--- config.mk ---
export PLATFORM = sky130hd
export DESIGN_NAME = tdc_acq_ctrl
export DESIGN_NICKNAME = d
export VERILOG_FILES = /design/src/rtl/tdc_acq_ctrl.sv
export SDC_FILE = /design/constraint.sdc
export NUM_CORES = 1
export LEC_CHECK = 0
export CORE_MARGIN = 2
export CORE_UTILIZATION = 50
export CTS_CLUSTER_SIZE = 16
export DETAILED_ROUTE_END_ITERATION = 16
export PLACE_DENSITY = 0.8
export SETUP_SLACK_MARGIN = 0.4
export SLEW_MARGIN = 20
export SYNTH_ARGS = -nofsm -noshare
export SYNTH_HDL_FRONTEND = slang
export SYNTH_SLANG_ARGS = --single-unit
export TNS_END_PERCENT = 30
--- constraint.sdc ---
create_clock -name iClk -period 2.4 [get_ports iClk]
set_input_delay 0.36 -clock iClk [delete_from_list [all_inputs] [get_ports iClk]]
set_output_delay 0.36 -clock iClk [all_outputs]
set_load 0.1 [all_outputs]
--- src/rtl/tdc_acq_ctrl.sv ---
// tdc_acq_ctrl: acquisition sequencer for the tapped-delay-line TDC.
// Arms the capture, turns hit edges into capture pulses, stores merged fine
// codes into an external 1-cycle BRAM and drains them in write order.
// Build option: define TDC_CTRL_TIMESTAMP_EN to prepend a free-running
// COARSE_W timestamp to every stored word.
//
// state      | meaning
// -----------+----------------------------------------------------------
// IDLE       | nothing in flight; accepts write enable or drain request
// ARMED      | delay line armed, waiting for a hit rising edge
// WAIT_MERGE | capture issued, waiting for encoder result (bounded)
// READ       | draining stored words to the readout side
module tdc_acq_ctrl #(
  parameter int DIG_OUT    = 9,
  parameter int COARSE_W   = 16,
  parameter int DEPTH_LOG2 = 4,
  parameter int MERGE_TO   = 8,
`ifdef TDC_CTRL_TIMESTAMP_EN
  localparam int W = COARSE_W + DIG_OUT
`else
  localparam int W = DIG_OUT
`endif
) (
  input  logic                  iClk,
  input  logic                  iRst,
  input  logic                  iHit,
  input  logic                  startWriting,
  input  logic                  startReading,
  input  logic                  iClrErr,
  input  logic                  iMergeDone,
  input  logic [DIG_OUT-1:0]    iCode,
  output logic                  oArm,
  output logic                  oCapture,
  output logic                  oWrEn,
  output logic [DEPTH_LOG2-1:0] oWrAddr,
  output logic [W-1:0]          oWrData,
  output logic                  oRdEn,
  output logic [DEPTH_LOG2-1:0] oRdAddr,
  input  logic [W-1:0]          iRdData,
  output logic [W-1:0]          oData,
  output logic                  oDataValid,
  output logic                  led_WriteERR,
  output logic                  led_ReadERR
);

  localparam int CW = DEPTH_LOG2 + 1;
  localparam int TW = $clog2(MERGE_TO + 1);
  localparam logic [CW-1:0] DEPTH_C = CW'(1 << DEPTH_LOG2);
  localparam logic [TW-1:0] TMO_LAST = TW'(MERGE_TO - 1);

  typedef enum logic [1:0] {IDLE, ARMED, WAIT_MERGE, READ} state_t;

  state_t                state;
  logic                  hit_q;
  logic                  hit_rise;
  logic                  accept_hit;
  logic                  timeout;
  logic                  wr_err_set;
  logic                  rd_err_set;
  logic [DEPTH_LOG2-1:0] wr_ptr;
  logic [DEPTH_LOG2-1:0] rd_ptr;
  logic [CW-1:0]         count;
  logic [CW-1:0]         rd_left;
  logic [TW-1:0]         timer;
  logic                  rd_pend;
  logic [W-1:0]          wr_word;

  // Event decode: hit edge, accepted capture, merge timeout and error set terms
  always_comb begin
    hit_rise   = iHit & ~hit_q;
    accept_hit = (state == ARMED) && startWriting && hit_rise && (count < DEPTH_C);
    timeout    = (state == WAIT_MERGE) && !iMergeDone && (timer == TMO_LAST);
    wr_err_set = timeout ||
                 ((state == ARMED) && startWriting && hit_rise && (count == DEPTH_C));
    rd_err_set = (state == IDLE) && !startWriting && startReading && (count == '0);
  end

`ifdef TDC_CTRL_TIMESTAMP_EN
  logic [COARSE_W-1:0] coarse;
  logic [COARSE_W-1:0] ts;

  // Free-running coarse counter; its value is frozen on the accepted hit edge
  always_ff @(posedge iClk) begin
    if (iRst) begin
      coarse <= '0;
      ts     <= '0;
    end else begin
      coarse <= coarse + 1'b1;
      if (accept_hit) ts <= coarse;
    end
  end

  // Stored word: timestamp above the fine code
  always_comb wr_word = {ts, iCode};
`else
  // Coarse width only matters when timestamps are built in
  logic unused_coarse_w;
  assign unused_coarse_w = ^COARSE_W;

  // Stored word: fine code only
  always_comb wr_word = iCode;
`endif

  // Sequencer: state, pointers, registered strobes, read pipeline and sticky flags
  always_ff @(posedge iClk) begin
    if (iRst) begin
      state        <= IDLE;
      hit_q        <= 1'b0;
      wr_ptr       <= '0;
      rd_ptr       <= '0;
      count        <= '0;
      rd_left      <= '0;
      timer        <= '0;
      rd_pend      <= 1'b0;
      oArm         <= 1'b0;
      oCapture     <= 1'b0;
      oWrEn        <= 1'b0;
      oWrAddr      <= '0;
      oWrData      <= '0;
      oRdEn        <= 1'b0;
      oRdAddr      <= '0;
      oData        <= '0;
      oDataValid   <= 1'b0;
      led_WriteERR <= 1'b0;
      led_ReadERR  <= 1'b0;
    end else begin
      hit_q      <= iHit;
      oCapture   <= 1'b0;
      oWrEn      <= 1'b0;
      oRdEn      <= 1'b0;
      rd_pend    <= oRdEn;
      oDataValid <= rd_pend;
      if (rd_pend) oData <= iRdData;

      if (wr_err_set)   led_WriteERR <= 1'b1;
      else if (iClrErr) led_WriteERR <= 1'b0;
      if (rd_err_set)   led_ReadERR  <= 1'b1;
      else if (iClrErr) led_ReadERR  <= 1'b0;

      case (state)
        IDLE: begin
          if (startWriting) begin
            state <= ARMED;
            oArm  <= 1'b1;
          end else if (startReading && (count != '0)) begin
            state   <= READ;
            rd_left <= count;
          end
        end
        ARMED: begin
          if (!startWriting) begin
            state <= IDLE;
            oArm  <= 1'b0;
          end else if (accept_hit) begin
            state    <= WAIT_MERGE;
            oArm     <= 1'b0;
            oCapture <= 1'b1;
            timer    <= '0;
          end
        end
        WAIT_MERGE: begin
          if (iMergeDone) begin
            oWrEn   <= 1'b1;
            oWrAddr <= wr_ptr;
            oWrData <= wr_word;
            wr_ptr  <= wr_ptr + 1'b1;
            count   <= count + 1'b1;
          end
          if (iMergeDone || timeout) begin
            state <= startWriting ? ARMED : IDLE;
            oArm  <= startWriting;
          end else begin
            timer <= timer + 1'b1;
          end
        end
        READ: begin
          if (rd_left != '0) begin
            oRdEn   <= 1'b1;
            oRdAddr <= rd_ptr;
            rd_ptr  <= rd_ptr + 1'b1;
            rd_left <= rd_left - 1'b1;
          end else if (!oRdEn && !rd_pend) begin
            // last beat has left the output register
            count  <= '0;
            rd_ptr <= wr_ptr;
            state  <= IDLE;
          end
        end
        default: state <= IDLE;
      endcase
    end
  end

endmodule

==> results.md <==
* Total number of yosys warnings at 0
* Final-report setup violation count at 0
* Clock Tree Root: clkbuf_8
* Total clock sinks at 59
* R2R Path End: count[3]
* CP max stage cell: dfxtp_1
* Final min period at 1.827 ns
* Critical path data required time at 2.66 ns
* TNS Setup at 0 ns
* Layout net count at 384
* Leading area contributor after synthesis: dfxtp_1
* Critical R2R Launch: state[1]
* Max-Cap Viols at 0
* LEAKAGE at 1.240 nW
* Via density at 5.318
* Met1 usage in global routing at 25.95%
* Top cells by count, synth: 59 x dfxtp_1, 45 x nand2_1, 36 x a21oi_1
* F_max at 547.2 MHz
* Num CTS Buffers at 9
* Post-CTS Resized at 0
* Ant diodes at 0
* Die W at 75.63 µm
* Max_slew headroom at 51.35%
* Crit-path max FO at 15
* GP Congestion at 0.8630
* Core Area at 5042 µm²
* Worst hold path depth at 2
* Post-synth top flop: dfxtp_1
* Placed instance area at 3102 µm²
* Max Slew Vio Count at 0
* Final ANT Viol Nets at 0
* Crit Path Class: flop to flop
* Synth top area cells: dfxtp_1 46%, a21oi_1 7.0%, nand2_1 6.6%
* Num ports at 58
* Ratio of cells with drive above 1 in the final layout at 17.60%
* Port Buffers at 57
* Vias in the first global route at 2046
* Synth cell types at 50
* Synth top area share at 46.05%
* Unrepaired setup endpoints after global routing: yes
* Gr ovfl total at 0
* H-tree levels at 3
* Top Usage Layer GRT: met2
* Wirelength per Cell at 12.70 µm
* Synthesized flop and latch total at 59
* Largest net degree at the start of global routing at 41
* Total track usage at 20.43%
* Dpl hpwl at 3731 µm
* TritonCTS clock tree: built
* Clock transition at path regs at 0.07 ns
* Starting Density at 50.87%
* Antenna violations before repair at 0
* Flop-to-flop setup slack at 0.57 ns
* Syn Area/Cell at 8.665 µm²
* Grt met3 use at 7.672%
* Final instance area at 3324 µm²
* Most numerous cell in the Yosys netlist: dfxtp_1
* DR iter-0 viols at 141
* DRT Wirelength at 5437 µm
* # DRC at 0
* Met2 Usage GRT at 31.50%
* Layout Cells excl Fill at 428
* Pwr per Cell Area at 684.5 nW/µm²
* Arr. time, crit path at 2.09 ns
* CP Capture Type: flop
* Post-synthesis cell count at 296
* Worst R2R Path Depth at 4
* Cell family with most CP delay: simple AND/OR/NAND/NOR gates
* Worst min-delay path startpoint: oWrData[0]
* Async set-reset flop share out of synthesis at 0%
* Post-CTS Setup Bufs at 0
* Worst Hold Class: flop to flop
* Worst setup SP type: flop
* CTS Hold Bufs at 0
* Clock latency on the worst-skew pair at 0.33 ns
* Vias at 2276
* Die Height at 75.63 µm
* Worst Skew at 0.005864 ns
* Post-synthesis sequential area ratio at 46.05%
* Worst hold slack at 0.4551 ns
* Worst VDD drop at 0.5888 mV
* Std cell rows at 26
* CP max stage delay at 0.59 ns
* Post-synthesis cell area at 2565 µm²
* Placed cells at 412
* Mapped Nets at 327
* Die ar. at 5719 µm²
* EDFF count, synth at 0
* DR pass1 iterations at 5
* Status: finished, final reports clean
* Crit path cell chain: and4bb_2 > a21oi_1 > or3_1 > a21boi_0
* Endpoint, Worst Hold: oWrData[0]
* Longest Clk Path Bufs at 2
* WP buf/inv at 0
* Crit share post-route at 76.14%
* Pin slew with the least headroom to its limit at 0.7297 ns
* Layout area overhead at 29.61%
* Final-report hold violation count at 0
* First-pass GRT wire length at 8894 µm
worst max path at each step:
stage	from	to	slack [ns]	depth (start not counted)
6_report	state[1]	count[3]	0.57	4
4_1_cts	rd_pend	count[3]	0.56	4
3_5_place_dp	iHit	timer[1]	0.32	5
5_1_grt	state[1]	count[4]	0.40	4
3_3_place_gp	iHit	timer[1]	0.36	5
2_1_floorplan	oRdEn	count[0]	0.70	5
routing by layer:
metal / part of all wire [%] / vias up
met5: 0 / -
met4: 1.6 / 0
met1: 46 / 1061
met2: 46 / 62
met3: 6.8 / 9
li1: - / 1144
where the power goes:
part | total (mW) | leakage, nW | internal [mW] | switching, mW
logic | 0.262 | 0.661 | 0.0966 | 0.166
clock network | 0.984 | 0.101 | 0.580 | 0.404
registers | 1.03 | 0.478 | 1.00 | 0.0279
registers in the layout (all words and copies together) (netlist names):
name	count
oData	9
oWrData	9
count	5
rd_left	5
oRdAddr	4
oWrAddr	4
rd_ptr	4
timer	4
wr_ptr	4
state	2
hit_q	1
led_ReadERR	1
led_WriteERR	1
oArm	1
oCapture	1
oDataValid	1
oRdEn	1
oWrEn	1
rd_pend	1
cell usage in the layout, fill, tap and decap left out, drive strengths merged, types with 8 or more instances in the layout:
master	count
buf	39
o21ai	8
clkbuf	9
inv	9
dfxtp	59
mux2i	11
nor2	25
nand2	45
clkdlybuf4s50	23
a21oi	36
nand3	8
final cells by class:
cell class / count / area, µm²
clock inverters: 7 / 92.59
repair buffers: 62 / 520.5
multi-input cells: 212 / 1282
well taps: 70 / 87.58
flip-flops and latches: 59 / 1184
inverters: 9 / 33.78
clock buffers: 9 / 123.9
fillers: 407 / 1718
worst register-to-register path, cell delays in order, from the launching register on:
cell	delay, ns
dfxtp_1	0.59
and4bb_2	0.43
a21oi_1	0.19
or3_1	0.39
a21boi_0	0.16
per-stage QoR:
stage                     util, %  setup slack (ns)  power, mW
after floorplan                 -            0.6969      1.229
after global placement      61.51            0.3601      1.308
after detailed placement    61.51            0.3174      1.313
after CTS                   65.81            0.5580      2.285
after global routing        65.93            0.3959      2.353
final                       65.93            0.5726      2.276
kinds of logic (layout without fill, tap and decap cells):
group           Yosys count  after routing  share of synthesized area [%]
simple gates            126            126                          25.95
buf+inv                  25             87                          4.146
xor+xnor                  4              4                          1.366
fa+ha+maj                 6              6                          2.927
flops                    59             59                          46.05
compound gates           65             65                          15.27
mux                      11             11                          4.293
Note: power is estimated with default switching activity, not from simulation.
